--- src/rtl/instruction_dispatcher_pkg.sv ---
`default_nettype none
// ============================================================================
// Module   : instruction_dispatcher_pkg
// Brief    : Shared types for the ternary-matmul AFU instruction dispatcher:
//            instruction word, functional-unit codes, masks and helpers.
// Revision : 1.0 - initial release
// ============================================================================
package instruction_dispatcher_pkg;

   localparam int NumInstructions    = 29;
   localparam int NumVectorRegisters = 8;
   localparam int NumFunctionalUnits = 4;

   typedef logic [$clog2(NumInstructions)-1:0]    pc_t;
   typedef logic [$clog2(NumVectorRegisters)-1:0] vreg_t;
   typedef logic [$clog2(NumFunctionalUnits)-1:0] fu_idx_t;
   typedef logic [NumFunctionalUnits-1:0]         fu_mask_t;
   typedef logic [NumVectorRegisters-1:0]         vreg_mask_t;

   // Codes 5..7 are undefined and flagged as illegal by the dispatcher.
   typedef enum logic [2:0] {
      NOP               = 3'd0,
      LOAD_STORE        = 3'd1,
      ROWWISE_OPERATION = 3'd2,
      TMATMUL           = 3'd3,
      RMS               = 3'd4
   } fu_t;

   typedef struct packed {
      fu_t        fu;
      logic [3:0] op;
      vreg_t      v_a;
      vreg_t      v_b;
      vreg_t      v_y;
   } instruction_t;

   // Functional-unit index of an issuable code (LOAD_STORE maps to 0).
   function automatic fu_idx_t fu2idx(input fu_t fu);
      return fu_idx_t'(fu - 3'd1);
   endfunction

   // True for codes that name a real functional unit.
   function automatic logic fu_is_unit(input fu_t fu);
      return (fu != NOP) && (fu <= RMS);
   endfunction

endpackage
`default_nettype wire

--- src/rtl/instruction_dispatcher_vreg_scoreboard.sv ---
`default_nettype none
// ============================================================================
// Module   : vreg_scoreboard
// Brief    : Tracks which functional units are busy and which vector register
//            each one will write; reports source-operand hazards and the
//            per-register pending mask.
// Revision : 1.0 - initial release
// ============================================================================
module vreg_scoreboard
   import instruction_dispatcher_pkg::*;
#(
   parameter int NumFu = NumFunctionalUnits
) (
   input  logic             clk_i,
   input  logic             rst_i,
   input  logic             issue_i,
   input  logic [NumFu-1:0] issue_mask_i,
   input  vreg_t            issue_dest_i,
   input  logic [NumFu-1:0] done_i,
   input  vreg_t            src_a_i,
   input  vreg_t            src_b_i,
   output logic             hazard_o,
   output logic [NumFu-1:0] fu_busy_o,
   output vreg_mask_t       pending_o
);

   logic [NumFu-1:0] fu_busy_q;
   logic [NumFu-1:0] fu_busy_d;
   vreg_t            dest_q [NumFu];

   // Done pulses on idle units fall out naturally; a new issue always wins.
   always_comb fu_busy_d = (fu_busy_q & ~done_i) | (issue_i ? issue_mask_i : '0);

   // Busy flags and destination registers of outstanding instructions.
   always_ff @(posedge clk_i) begin
      if (rst_i) begin
         fu_busy_q <= '0;
         for (int i = 0; i < NumFu; i++) dest_q[i] <= '0;
      end else begin
         fu_busy_q <= fu_busy_d;
         for (int i = 0; i < NumFu; i++)
            if (issue_i && issue_mask_i[i]) dest_q[i] <= issue_dest_i;
      end
   end

   // One bit per vector register that a busy unit will still write.
   always_comb begin
      pending_o = '0;
      for (int i = 0; i < NumFu; i++)
         if (fu_busy_q[i]) pending_o[dest_q[i]] = 1'b1;
   end

   assign hazard_o  = pending_o[src_a_i] | pending_o[src_b_i];
   assign fu_busy_o = fu_busy_q;

endmodule
`default_nettype wire

--- src/rtl/instruction_dispatcher.sv ---
`default_nettype none
// ============================================================================
// Module   : instruction_dispatcher
// Brief    : In-order fetch/decode/issue sequencer for the ternary-matmul AFU.
//            Issues each instruction to its functional unit over valid/ready
//            and pulses done once the program is issued and all units idle.
//            DISPATCH_SCOREBOARD_EN: when defined, register-hazard tracking
//            lets different units overlap; otherwise issue waits for all
//            units to be idle.
// Revision : 1.0 - initial release
// ============================================================================
module instruction_dispatcher
   import instruction_dispatcher_pkg::*;
#(
   parameter int ProgramLength = NumInstructions,
   parameter int NumFu         = NumFunctionalUnits
) (
   input  logic             clk_i,
   input  logic             rst_i,
   input  logic             start_i,
   output logic             busy_o,
   output logic             done_o,
   output logic             illegal_o,
   output pc_t              imem_addr_o,
   input  instruction_t     imem_data_i,
   output instruction_t     instr_o,
   output logic [NumFu-1:0] fu_valid_o,
   input  logic [NumFu-1:0] fu_ready_i,
   input  logic [NumFu-1:0] fu_done_i
);

   typedef enum logic [2:0] {
      S_IDLE   = 3'd0,
      S_FETCH  = 3'd1,
      S_DECODE = 3'd2,
      S_ISSUE  = 3'd3,
      S_DRAIN  = 3'd4,
      S_DONE   = 3'd5
   } state_t;

   state_t           state_q, state_d;
   pc_t              pc_q, pc_d;
   instruction_t     instr_q, instr_d;
   logic             illegal_q, illegal_d;
   logic [NumFu-1:0] issue_mask;
   logic [NumFu-1:0] fu_busy;
   logic             can_issue;
   logic             issue_valid;
   logic             handshake;
   logic             retire;

   assign issue_mask = {{(NumFu-1){1'b0}}, 1'b1} << fu2idx(instr_q.fu);
   assign handshake  = issue_valid && |(fu_ready_i & issue_mask);

`ifdef DISPATCH_SCOREBOARD_EN
   logic       src_hazard;
   vreg_mask_t pending;

   vreg_scoreboard #(.NumFu(NumFu)) u_scoreboard (
      .clk_i        (clk_i),
      .rst_i        (rst_i),
      .issue_i      (handshake),
      .issue_mask_i (issue_mask),
      .issue_dest_i (instr_q.v_y),
      .done_i       (fu_done_i),
      .src_a_i      (instr_q.v_a),
      .src_b_i      (instr_q.v_b),
      .hazard_o     (src_hazard),
      .fu_busy_o    (fu_busy),
      .pending_o    (pending)
   );

   // Sources are checked inside the scoreboard; the destination (WAW) here.
   assign can_issue = ~|(fu_busy & issue_mask) & ~src_hazard & ~pending[instr_q.v_y];
`else
   logic [NumFu-1:0] fu_busy_q;

   // Busy flags only; issue is fully serialised so no register tracking.
   always_ff @(posedge clk_i) begin
      if (rst_i) fu_busy_q <= '0;
      else       fu_busy_q <= (fu_busy_q & ~fu_done_i) | (handshake ? issue_mask : '0);
   end

   assign fu_busy   = fu_busy_q;
   assign can_issue = (fu_busy_q == '0);
`endif

   // Sequencer next-state logic: fetch, decode, issue, retire, drain.
   always_comb begin
      state_d     = state_q;
      pc_d        = pc_q;
      instr_d     = instr_q;
      illegal_d   = illegal_q;
      issue_valid = 1'b0;
      retire      = 1'b0;
      case (state_q)
         S_IDLE: begin
            if (start_i) begin
               state_d   = S_FETCH;
               pc_d      = '0;
               illegal_d = 1'b0;
            end
         end
         S_FETCH: state_d = S_DECODE;
         S_DECODE: begin
            instr_d = imem_data_i;
            if (imem_data_i.fu > RMS) illegal_d = 1'b1;
            if (fu_is_unit(imem_data_i.fu)) state_d = S_ISSUE;
            else                            retire  = 1'b1;
         end
         S_ISSUE: begin
            issue_valid = can_issue;
            retire      = handshake;
         end
         S_DRAIN: if (fu_busy == '0) state_d = S_DONE;
         S_DONE:  state_d = S_IDLE;
         default: state_d = S_IDLE;
      endcase
      if (retire) begin
         if (pc_q == pc_t'(ProgramLength - 1)) begin
            state_d = S_DRAIN;
         end else begin
            pc_d    = pc_q + pc_t'(1);
            state_d = S_FETCH;
         end
      end
   end

   // Sequencer state registers.
   always_ff @(posedge clk_i) begin
      if (rst_i) begin
         state_q   <= S_IDLE;
         pc_q      <= '0;
         instr_q   <= '0;
         illegal_q <= 1'b0;
      end else begin
         state_q   <= state_d;
         pc_q      <= pc_d;
         instr_q   <= instr_d;
         illegal_q <= illegal_d;
      end
   end

   assign busy_o      = (state_q != S_IDLE);
   assign done_o      = (state_q == S_DONE);
   assign illegal_o   = illegal_q;
   assign imem_addr_o = pc_q;
   assign instr_o     = instr_q;
   assign fu_valid_o  = issue_valid ? issue_mask : '0;

endmodule
`default_nettype wire

--- config.mk ---
export PLATFORM = sky130hd
export DESIGN_NAME = instruction_dispatcher
export DESIGN_NICKNAME = d
export VERILOG_FILES = /design/src/rtl/instruction_dispatcher_pkg.sv /design/src/rtl/instruction_dispatcher_vreg_scoreboard.sv /design/src/rtl/instruction_dispatcher.sv
export SDC_FILE = /design/constraint.sdc
export NUM_CORES = 1
export LEC_CHECK = 0
export ABC_CLOCK_PERIOD_IN_PS = 3900
export BUFFER_PORTS_ARGS = -buffer_cell sky130_fd_sc_hd__buf_4
export CORE_ASPECT_RATIO = 0.9
export CORE_MARGIN = 2
export CORE_UTILIZATION = 35
export CTS_CLUSTER_DIAMETER = 120
export DETAILED_ROUTE_END_ITERATION = 7
export GPL_TIMING_DRIVEN = 0
export PLACE_DENSITY_LB_ADDON = 0.25
export SYNTH_ARGS = -nofsm -noshare
export SYNTH_HDL_FRONTEND = slang
export SYNTH_SLANG_ARGS = --single-unit
export TNS_END_PERCENT = 20
--- constraint.sdc ---
create_clock -name clk_i -period 3.9 [get_ports clk_i]
set_input_delay 0.195 -clock clk_i [delete_from_list [all_inputs] [get_ports clk_i]]
set_output_delay 0.195 -clock clk_i [all_outputs]
set_load 0.02 [all_outputs]
# Yosys cells after proc, flatten, opt, wreduce, memory -nomap -nowiden
# Cells that the tools add are included.
[classes] addsub=2 magnitude_cmp=2 eq_ne=12 shift=1 mux=18 bitwise=4 reduce_logical=10
[op_table] op="5-bit two-way mux" n=4
[op_table] op="3-bit two-way mux" n=5
[op_table] op="3-bit one-hot mux with 5 select lines" n=1
[op_table] op="3-bit != test, second input constant" n=3
[op_table] op="4-bit AND" n=2
[op_table] op="4-bit two-way mux" n=2
[op_table] op="3-bit by 2-bit == test with 1-bit output, second input constant" n=2
[op_table] op="3-bit == test, second input constant" n=2
[op_table] op="2-bit != test, second input constant" n=3
[op_table] op="3-bit nonzero test" n=2
[op_table] op="5-bit by 1-bit adder with 5-bit output, second input constant" n=1
[op_table] op="5-bit == test, second input constant" n=1
[op_table] op="4-bit zero test" n=1
[op_table] op="1-bit two-way mux" n=4
[op_table] op="4-bit inverter" n=1
[op_table] op="4-bit bitwise OR" n=1
[op_table] op="1-bit one-hot mux with 2 select lines" n=2
[op_table] op="4-bit AND reduction" n=1
[op_table] op="4-bit OR reduction" n=1
[op_table] op="1-bit by 2-bit << shifter with 4-bit output, first input constant" n=1
[op_table] op="3-bit by 1-bit == test with 1-bit output, second input constant" n=1
[op_table] op="3-bit greater-than comparator, second input constant" n=1
[op_table] op="3-bit <= comparator, second input constant" n=1
[op_table] op="3-bit zero test" n=1
[op_table] op="4 further kinds" n=5
[totals] ff_bits=29 wordCells=58

# Logic depth before layout (Yosys ltp)
# Gate-level depths: netlist of the first run.
[logic_depth] word_depth=8 ltp_mapped=7 mapped_depth_nobuf=6

# Least setup slack after synthesis of the first run
# Ideal clock, no wire load.
[synth_timing] path_type="register -> register" from="reg instr_q (netlist bit instr_o[14])" to="reg pc_q[2] (netlist: imem_addr_o[2])" setup_ps=132 arrival_ps=1645 required_ps=3768 path_slack_ps=2124 stages_incl_launch_ff=6 n_path_buf=1 synth_period_minus_slack_ps=1776 path_cell_list="dfxtp_1 buf_6 mux4_2 and4_1 a221oi_1 a31oi_1"
[synth_between] elab_chain_len=7
[synth_lines] item="start, declared" line_no="instruction_dispatcher.sv:43" source="instruction_t instr_q, instr_d;"
[synth_lines] item="start signal, assigned" line_no="instruction_dispatcher.sv:139" source="instr_q <= instr_d;"
[synth_lines] item="2-bit by 1-bit subtractor with 2-bit output" line_no="instruction_dispatcher_pkg.sv:39" source="return fu_idx_t'(fu - 3'd1);"
[synth_lines] item="1-bit by 2-bit << shifter with 4-bit output" line_no="instruction_dispatcher.sv:52" source="assign issue_mask = {{(NumFu-1){1'b0}}, 1'b1} << fu2idx(instr_q.fu);"
[synth_lines] item="4-bit AND" line_no="instruction_dispatcher.sv:53" source="assign handshake = issue_valid && |(fu_ready_i & issue_mask);"
[synth_lines] item="4-bit OR reduction" line_no="instruction_dispatcher.sv:53"
[synth_lines] item="1-bit logical AND" line_no="instruction_dispatcher.sv:53"
[synth_lines] item="1-bit one-hot mux with 2 select lines" line_no="instruction_dispatcher.sv:96" source="case (state_q)"
[synth_lines] item="5-bit two-way mux" line_no="instruction_dispatcher.sv:119" source="if (retire) begin"
[synth_lines] item="end signal, assigned" line_no="instruction_dispatcher.sv:138" source="pc_q <= pc_d;"
[synth_lines] item="end, declared" line_no="instruction_dispatcher.sv:42" source="pc_t pc_q, pc_d;"
# No other way between the ends.
# A chain may end at the register's enable or synchronous reset.

# Worst setup path in the final report of the first run
[layout_timing] from="reg fu_busy_q[1] (netlist: fu_busy[1])" to="out fu_valid_o[1]"
[layout_between] elab_chain_len=3
[layout_lines] item="start, declared" line_no="instruction_dispatcher.sv:76" source="logic [NumFu-1:0] fu_busy_q;"
[layout_lines] item="start signal, assigned" line_no="instruction_dispatcher.sv:81" source="else fu_busy_q <= (fu_busy_q & ~fu_done_i) | (handshake ? issue_mask : '0);"
[layout_lines] item="4-bit zero test" line_no="instruction_dispatcher.sv:85" source="assign can_issue = (fu_busy_q == '0);"
[layout_lines] item="1-bit two-way mux" line_no="instruction_dispatcher.sv:96"
[layout_lines] item="4-bit two-way mux" line_no="instruction_dispatcher.sv:149" source="assign fu_valid_o = issue_valid ? issue_mask : '0;"
[layout_lines] item="end, declared" line_no="instruction_dispatcher.sv:27" source="output logic [NumFu-1:0] fu_valid_o,"
# No other way between the ends.

==> PnR_summary.wiki, run 1 <==
{| class="wikitable"
! Metric !! Value
|-
| Biggest area consumer among synthesized cells || dfxtp_1
|-
| Met2 track utilization from global routing || 22.3%
|-
| Final count of negative-setup-slack endpoints || 0
|-
| Register area share after synthesis || 41.8%
|-
| Final Hold Violating Endpoints || 0
|-
| Worst Hold Slack || 0.165 ns
|-
| Placed inst area || 1850 µm²
|-
| Number of nets in the layout || 254
|-
| CTS max path bufs || 2
|-
| Num CTS Buffers || 5
|-
| Cell Rows || 21
|-
| Hold Buf Count CTS || 0
|-
| Adder-Cell Fraction of Synth Area || 2.70%
|-
| Setup tns final || 0 ns
|-
| Antenna violations before repair || 0
|-
| Share of cells above drive strength 1 || 34.7%
|-
| TritonRoute pass-1 iters || 4
|-
| Top cell type's share of synthesized area || 41.8%
|-
| Syn nets || 193
|-
| Final Cycle Share || 48.0%
|-
| Antenna diodes || 0
|-
| List of most frequent post-synthesis cells || nand2_1 (36), dfxtp_1 (29), a21oi_1 (24), nor2_1 (9), nand3_1 (6)
|-
| Multiplexer area fraction after synthesis || 1.62%
|-
| Post-Syn Instances || 163
|-
| Post-route DRC || 0
|-
| Post-synthesis cell area || 1390 µm²
|-
| Critical path startpoint category || flop
|-
| Shortest clock period the worst path allows after layout || 1.87 ns
|-
| GPL Wtd Cong || 0.757
|-
| Routed wire per std cell || 12.1 µm
|-
| Post-Synth XOR/XNOR Area || 0%
|-
| Crit. End Element || output pin
|-
| Worst Path Class, Setup || reg -> out
|-
| Highest fanout seen on the critical path || 6
|-
| Static leakage || 0.814 nW
|-
| Met3 demand-to-capacity share in global routing || 4.26%
|-
| Area fraction in and, or, nand and nor cells after synthesis || 30.8%
|-
| Max-cap violation count || 0
|-
| Number of buffer cells added on primary ports || 54
|-
| Met1 usage || 20.7%
|-
| Power density relative to cell area || 365 nW/µm²
|-
| Final setup slack of the worst path || 2.03 ns
|-
| Unrepaired setup endpoints after global routing || no
|-
| Maximum ir drop on the vdd rail || 0.000193 V
|-
| Die outline area || 4490 µm²
|-
| Global route hottest layer || met2
|-
| Flop and latch count out of synthesis || 29
|-
| Clock tree from TritonCTS || yes
|-
| Global-route wire length before repair || 5.33 mm
|-
| Count of flip-flops with a built-in enable after synthesis || 0
|-
| Number of H-tree levels || 2
|-
| Post-route cell area || 1950 µm²
|-
| Fillers || 381
|-
| Vias || 1329
|-
| TritonCTS Sinks || 29
|-
| Synthesis warning total || 0
|-
| Largest family of logic cells by synthesized area || simple AND/OR/NAND/NOR gates
|-
| Pre-CTS setup slack || 1.96 ns
|-
| Post-synthesis cell type count || 41
|-
| Die height || 63.8 µm
|-
| Number of global-route vias before repair || 1160
|-
| Detailed-placement wirelength estimate || 2.38 mm
|-
| # resized after CTS || 0
|-
| Worst path required time || 3.70 ns
|-
| Type of the most critical hold path || in -> reg
|-
| Mean instance size in the synthesized netlist || 8.53 µm²
|-
| Count of final max-slew check failures || 0
|-
| Clock Root Buffer || clkbuf_8
|-
| Routed WL || 3.28 mm
|-
| Cell types occupying the most area after synthesis || dfxtp_1 (42%), nand2_1 (9.7%), a21oi_1 (8.6%), ha_1 (2.7%), nor2_1 (2.4%)
|-
| Max Freq || 0.534 GHz
|-
| Complex-gate fraction of the synthesized area || 17.3%
|-
| Area taken by multi-input logic gates || 728 µm²
|-
| Number of vias per cell after detailed routing || 4.90
|-
| Commonest register cell after synthesis || dfxtp_1
|-
| FF/Latch Area || 581 µm²
|-
| Starting utilization of the core area || 37.0%
|-
| Post-route clock skew || 0.00334 ns
|-
| Width of the die || 70.4 µm
|-
| Result of the run || finished, final reports clean
|-
| Setup bufs post-CTS || 0
|-
| Largest net degree at the start of global routing || 11
|-
| Area growth from synthesis to layout || 40.6%
|-
| Actual slew at the worst max-slew pin || 0.510 ns
|-
| Clock latency on the worst-skew pair || 0.27 ns
|-
| Placeable core area || 3760 µm²
|-
| Relative slew slack || 65.9%
|-
| Cell with the most instances after synthesis || nand2_1
|-
| Gr ovfl total || 0
|-
| Starting DRC count in detailed routing || 96
|-
| Global routing usage summed across all routing layers || 14.8%
|-
| Crit path arrival time || 1.68 ns
|-
| Register clock-pin slew on the reported worst setup and hold paths || 0.06 ns
|-
| I/O pin cnt || 55
|-
| Number of nets still failing antenna checks after routing || 0
|-
| Share of flip-flops with an asynchronous set or reset || 0%
|}
## report_power, final
| group | switching (mW) | internal [mW] |
|---|---|---|
| clock network | 0.109 | 0.159 |
| logic | 0.0689 | 0.0579 |
| registers | 0.00822 | 0.310 |
## metal layers
| metal | routed length [µm] | up-vias |
|---|---|---|
| met5 | 0 | - |
| met4 | 26 | 0 |
| met3 | 170 | 4 |
| met2 | 1470 | 30 |
| met1 | 1610 | 604 |
| li1 | - | 691 |
## worst paths after layout
kind,start,to,slack [ns],cells after the start
setup / recovery,fu_busy[1],fu_valid_o[1],2.03,4
hold / removal,imem_data_i[6],instr_o[6],0.17,3
hold reg to reg,instr_o[4],instr_o[4],0.46,2
setup reg to reg,instr_o[14],imem_addr_o[2],2.18,5
## critical path: stages, from the launching register on
cell and delay (ns):
dfxtp_1 0.33, nor4_4 0.48, nand2_1 0.20, nor3b_1 0.23, buf_4 0.17
## layout by cell type, fill, tap and decap left out, drive strengths merged, types with 2 or more instances in the layout
cell and count:
a21oi 24, a31oi 3, and3 2, and4 2, buf 60, clkbuf 11, dfxtp 29, ha 3
inv 4, nand2 36, nand2b 2, nand3 6, nand3b 3, nand4 2, nor2 9, nor2b 3
nor3 2, nor3b 3, nor4 3, o211ai 3
## stage by stage
stage	utilization, %	std cells	power, mW
finish	52.0	271	0.713
global route	52.0	271	0.748
CTS	52.0	271	0.721
detailed placement	49.3	263	0.453
global placement	49.3	263	0.453
floorplan	-	163	0.397
## logic make-up (layout without fill, tap and decap cells)
| kind of cell | Yosys count | in the layout |
|---|---|---|
| AOI/OAI and AO/OA | 37 | 37 |
| DFF | 29 | 29 |
| adders and majority gates | 3 | 3 |
| and+or+nand+nor | 79 | 79 |
| muxes | 1 | 1 |
| buffers and inverters | 14 | 76 |
## layout make-up
| class | count | area share [%] |
|---|---|---|
| buffer | 10 | 3.39 |
| clock buffer | 7 | 4.93 |
| clock inverter | 1 | 0.256 |
| inverter | 4 | 0.768 |
| multi-input combinational | 120 | 37.3 |
| sequential | 29 | 29.7 |
| tap | 46 | 2.94 |
| timing repair buffer | 54 | 20.7 |
## sequential cells by signal, summed over array words and instances (netlist names)
signal and flops:
instr_o 16, imem_addr_o 5, fu_busy 4, state_q 3, illegal_o 1
No activity file was read; power rests on OpenSTA's default activity.
==> inputs of run 2 (changes only) <==
ABC_AREA = 1   (was unset)
ABC_CLOCK_PERIOD_IN_PS = 1600   (was 3900)
clock period = 1.6 ns   (was 3.9 ns; I/O delays follow)
==> PnR_summary.wiki, run 2 <==
{| class="wikitable"
! Metric !! Value
|-
| Number of H-tree levels || 2
|-
| Worst path required time || 1.52 ns
|-
| Critical path cell sequence || inv_1, nand3_2, nor2_4, inv_2, nor2_1, buf_4
|-
| I/O pin cnt || 55
|-
| Crit. End Element || output pin
|-
| Critical register-to-register path startpoint || instr_o[13]
|-
| Width of the die || 71.3 µm
|-
| Largest net degree at the start of global routing || 11
|-
| Routed wire per std cell || 11.0 µm
|-
| Vias || 1403
|-
| Die outline area || 4610 µm²
|-
| Global routing usage summed across all routing layers || 16.7%
|-
| Number of global-route vias before repair || 1354
|-
| Count of final max-slew check failures || 0
|-
| Final setup slack of the worst path || 0.150 ns
|-
| Mean instance size in the synthesized netlist || 7.07 µm²
|-
| Actual slew at the worst max-slew pin || 0.470 ns
|-
| Post-synthesis cell type count || 29
|-
| Die height || 64.6 µm
|-
| Global-route wire length before repair || 5.95 mm
|-
| Final count of negative-setup-slack endpoints || 0
|-
| Worst path max stage delay || 0.33 ns
|-
| Post-route DRC || 0
|-
| Int Power || 1.89 mW
|-
| Cell Rows || 22
|-
| Share of total power in the clock network || 25.8%
|-
| Flop and latch count out of synthesis || 29
|-
| Number of vias per cell after detailed routing || 4.48
|-
| TritonCTS Sinks || 29
|-
| Worst path top cell family by delay || simple AND/OR/NAND/NOR gates
|-
| Antenna violations before repair || 0
|-
| Number of buffer and inverter stages on the critical path || 3
|-
| Critical path startpoint category || flop
|-
| Shortest clock period the worst path allows after layout || 1.45 ns
|-
| Pre-CTS setup slack || 0.109 ns
|-
| Biggest area consumer among synthesized cells || dfxtp_1
|-
| Unrepaired setup endpoints after global routing || no
|-
| Clock tree from TritonCTS || yes
|-
| Gr ovfl total || 0
|-
| Net load switching power || 1.14 mW
|-
| Antenna diodes || 0
|-
| Overall power consumption || 3.04 mW
|-
| Post-synthesis cell area || 1430 µm²
|-
| Crit path arrival time || 1.37 ns
|-
| Type of the most critical hold path || in -> reg
|-
| Routed WL || 3.45 mm
|-
| Crit-path slowest cell || dfxtp_1
|-
| Post-Syn Instances || 202
|-
| Static leakage || 0.938 nW
|-
| Number of nets in the layout || 294
|-
| Part of the power in registers || 33.4%
|-
| Post-route cell area || 2020 µm²
|-
| Starting utilization of the core area || 35.8%
|-
| Clock Root Buffer || clkbuf_8
|-
| Final Hold Violating Endpoints || 0
|-
| Share of cells above drive strength 1 || 30.6%
|-
| Most frequent cells in the layout || buf_4 (54), nor2_1 (48), nand2_1 (33)
|-
| Setup tns final || 0 ns
|-
| Result of the run || finished, final reports clean
|-
| Number of nets still failing antenna checks after routing || 0
|-
| First element of the critical path || state_q[2]
|-
| Top cell type's share of synthesized area || 40.7%
|-
| Commonest register cell after synthesis || dfxtp_1
|-
| Final Cycle Share || 90.6%
|-
| CTS max path bufs || 2
|-
| Post-route clock skew || 0.00657 ns
|-
| Power density relative to cell area || 1500 nW/µm²
|-
| Core occupancy in the finished layout || 50.7%
|-
| Cell with the most instances after synthesis || nor2_1
|-
| Cell types occupying the most area after synthesis || dfxtp_1 (41%), nor2_1 (13%), nand2_1 (8.7%), inv_1 (6.8%), o21ai_0 (5.6%)
|-
| Syn nets || 232
|-
| Worst Path Class, Setup || reg -> out
|-
| Placeable core area || 3990 µm²
|-
| Max-cap violation count || 0
|-
| Max Freq || 0.690 GHz
|-
| Count of flip-flops with a built-in enable after synthesis || 0
|-
| List of most frequent post-synthesis cells || nor2_1 (48), nand2_1 (33), dfxtp_1 (29), inv_1 (26), o21ai_0 (16)
|-
| Clock latency on the worst-skew pair || 0.28 ns
|-
| Comb pwr share || 40.7%
|-
| Detailed-placement wirelength estimate || 2.54 mm
|-
| Register clock-pin slew on the reported worst setup and hold paths || 0.06 ns
|-
| Setup bufs post-CTS || 0
|-
| Maximum ir drop on the vdd rail || 0.000856 V
|-
| TritonRoute pass-1 iters || 4
|-
| Area growth from synthesis to layout || 41.7%
|-
| Relative slew slack || 68.7%
|-
| Number of buffer cells added on primary ports || 54
|-
| Switching share of power || 37.6%
|-
| GPL Wtd Cong || 0.795
|-
| Most common cell after layout, fill and taps aside || buf_4
|-
| Starting DRC count in detailed routing || 75
|-
| Highest fanout seen on the critical path || 5
|-
| Register area share after synthesis || 40.7%
|-
| Share of flip-flops with an asynchronous set or reset || 0%
|-
| Synthesis warning total || 0
|-
| Placed inst area || 1890 µm²
|-
| Worst hold path startpoint || imem_data_i[2]
|-
| Flip-flop count of the largest register after layout || 16
|-
| Num CTS Buffers || 5
|}
==> run 2: cell types whose count changed after synthesis, sizes merged, moves of 5 or more <==
cell | previous run | this run
o21ai | 0 | 17
a21oi | 24 | 9
nand3 | 6 | 11
nor2 | 9 | 52
inv | 4 | 27
==> run 2: area by class of cell <==
cell class              instances  area (µm²)
inverters                      27         101
clock buffers                   7        86.3
well taps                      48        60.1
multi-input cells             141         718
clock inverters                 1        30.0
flip-flops and latches         29         583
plain buffers                   5        28.8
fillers                       412        1970
repair buffers                 55         415
==> run 2: path summary, 6_finish.rpt <==
kind | end | slack (ns) | cells after the start
min reg2reg | illegal_o | 0.48 | 2
max | fu_valid_o[0] | 0.15 | 6
min | instr_o[2] | 0.04 | 3
max reg2reg | state_q[0] | 0.20 | 9
==> run 2: metal layers <==
layer / global-route usage [%] / vias up / routed length (µm)
met5: 0 / - / 0
met4: 7.08 / 0 / 68
met3: 6.53 / 6 / 238
met2: 26.0 / 37 / 1530
met1: 20.5 / 606 / 1610
li1: - / 754 / -
==> run 2: logic make-up after synthesis <==
logic type      after synthesis  share of synthesized area, %
simple gates                105                          33.9
buf+inv                      32                          9.03
compound gates               30                          11.9
flops                        29                          40.7
xor+xnor                      3                          1.84
fa+ha+maj                     3                          2.63
==> run 2: power groups by stage <==
stage	clock, mW	combinational (mW)	sequential (mW)
floorplan	0	0.645	1.18
global placement	0	1.23	1.02
detailed placement	0	1.24	1.03
CTS	0.808	1.25	1.01
global route	0.840	1.39	1.04
finish	0.784	1.24	1.01
==> run 2: tightest hold or removal path: stages <==
cell	delay [ns]
buf_4	0.07
o21ai_0	0.07
nor2_1	0.07
==> run 2: through the flow <==
stage,std cells,hold WS (ns)
6_report,313,0.0436
5_1_grt,313,0.0580
4_1_cts,313,0.0362
2_1_floorplan,202,0.154
3_3_place_gp,304,0.271
3_5_place_dp,304,0.274
==> run 2: what timing repair did <==
action	CTS	global route
gates resized for setup	0	4
endpoints found under the setup margin	0	6
hold endpoints to repair	1	0
hold buffers	1	0
==> inputs of run 3 (changes only) <==
CORE_MARGIN = unset   (was 2)
RECOVER_POWER = 25   (was unset)
TNS_END_PERCENT = 30   (was 20)
==> PnR_summary.wiki, run 3 (synthesized netlist as in run 2, its figures left out) <==
{| class="wikitable"
! Metric !! Value
|-
| Result of the run || finished, final reports clean
|-
| Count of final max-slew check failures || 0
|-
| Clock latency on the worst-skew pair || 0.29 ns
|-
| Largest net degree at the start of global routing || 11
|-
| Crit. End Element || flop
|-
| Clock tree from TritonCTS || yes
|-
| I/O pin cnt || 55
|-
| Gr ovfl total || 0
|-
| Width of the die || 69.3 µm
|-
| Starting utilization of the core area || 37.5%
|-
| Cell Rows || 21
|-
| Number of H-tree levels || 2
|-
| Clock Root Buffer || clkbuf_8
|-
| Detailed-placement wirelength estimate || 2.43 mm
|-
| Fillers || 406
|-
| GPL Wtd Cong || 0.776
|-
| Global route hottest layer || met2
|-
| Die outline area || 4340 µm²
|-
| Final Hold Violating Endpoints || 0
|-
| Routed WL || 3.18 mm
|-
| Max Freq || 0.701 GHz
|-
| Final count of negative-setup-slack endpoints || 0
|-
| Number of global-route vias before repair || 1226
|-
| # resized after CTS || 0
|-
| Register-to-Register Setup Slack || 0.17 ns
|-
| Met2 track utilization from global routing || 23.3%
|-
| Area taken by multi-input logic gates || 718 µm²
|-
| Maximum ir drop on the vdd rail || 0.000638 V
|-
| Antenna diodes || 0
|-
| Number of nets in the layout || 295
|-
| Power density relative to cell area || 1410 nW/µm²
|-
| Antenna violations before repair || 0
|-
| Critical path startpoint category || flop
|-
| Flip-flop count of the largest register after layout || 16
|-
| Die height || 62.6 µm
|-
| TritonCTS Sinks || 29
|-
| Global routing usage summed across all routing layers || 15.3%
|-
| Area growth from synthesis to layout || 36.0%
|-
| FF/Latch Area || 581 µm²
|-
| Post-route clock skew || 0.00525 ns
|-
| Number of nets still failing antenna checks after routing || 0
|-
| Met3 demand-to-capacity share in global routing || 5.00%
|-
| Core occupancy in the finished layout || 51.0%
|-
| Register clock-pin slew on the reported worst setup and hold paths || 0.07 ns
|-
| Worst Hold Slack || 0.0381 ns
|-
| Post-route DRC || 0
|-
| CTS max path bufs || 2
|-
| Setup tns final || 0 ns
|-
| Met1 usage || 18.9%
|-
| Unrepaired setup endpoints after global routing || no
|-
| Crit path arrival time || 1.65 ns
|-
| Actual slew at the worst max-slew pin || 0.448 ns
|-
| Routed wire per std cell || 10.2 µm
|-
| Most common cell after layout, fill and taps aside || nor2_1
|-
| Static leakage || 0.866 nW
|-
| Final Cycle Share || 89.2%
|-
| Number of buffer cells added on primary ports || 54
|-
| Highest fanout seen on the critical path || 10
|-
| Worst path required time || 1.83 ns
|-
| Max-cap violation count || 0
|-
| Share of cells above drive strength 1 || 24.8%
|-
| Shortest clock period the worst path allows after layout || 1.43 ns
|-
| Starting DRC count in detailed routing || 47
|-
| Placeable core area || 3810 µm²
|-
| Type of the most critical hold path || in -> reg
|-
| Relative slew slack || 70.1%
|-
| Number of vias per cell after detailed routing || 4.46
|-
| Worst Path Class, Setup || reg -> reg
|-
| Num CTS Buffers || 5
|-
| TritonRoute pass-1 iters || 4
|-
| Vias || 1393
|-
| Most frequent cells in the layout || nor2_1 (48), buf_4 (41), nand2_1 (33)
|-
| Global-route wire length before repair || 5.25 mm
|}
## run 3: path summary, 6_finish.rpt
check / from / endpoint / cells after the start
worst min-delay path: imem_data_i[7] / instr_o[7] / 3
worst max-delay path: state_q[2] / instr_o[10] / 6
worst max register to register: state_q[2] / instr_o[10] / 6
worst min register to register: illegal_o / illegal_o / 2
## run 3: timing repair
| action | 4_1_cts | 5_1_grt |
|---|---|---|
| endpoints found under the hold margin | 1 | 0 |
| setup buffers | 0 | 1 |
| setup endpoints to repair | 0 | 1 |
| hold buffers | 1 | 0 |
## run 3: metrics by stage
step           area [µm²]  std cells  setup WS (ns)  power, mW
4_1_cts              1990        311          0.104       2.85
3_5_place_dp         1890        302          0.110       2.26
3_3_place_gp         1890        302          0.126       2.25
5_1_grt              1940        312         0.0329       2.94
6_report             1940        312          0.173       2.74
2_1_floorplan        1430        202          0.161       1.82
## run 3: area by class of cell
type | instances | share of cell area [%]
buffer | 5 | 1.42
inverter | 27 | 5.22
clock inverter | 3 | 0.902
timing repair buffer | 56 | 19.1
sequential | 29 | 29.9
clock buffer | 5 | 3.54
multi-input combinational | 141 | 37.0
tap | 46 | 2.96
## run 3: worst max-delay path, cell delays in order (launching register included)
cell      delay (ns)
dfxtp_1         0.39
nor2_2          0.07
nand2_1         0.12
buf_2           0.21
clkbuf_1        0.35
o21ai_0         0.14
nor2_1          0.10
## run 3: where the power goes
part / switching (mW) / internal (mW)
Sequential: 0.116 / 0.889
Combinational: 0.742 / 0.409
Clock: 0.282 / 0.299
## run 3: metal layers
| layer | share of wire (%) | vias up |
|---|---|---|
| li1 | - | 755 |
| met1 | 48 | 588 |
| met2 | 43 | 44 |
| met3 | 6.9 | 6 |
| met4 | 1.9 | 0 |
| met5 | 0 | - |
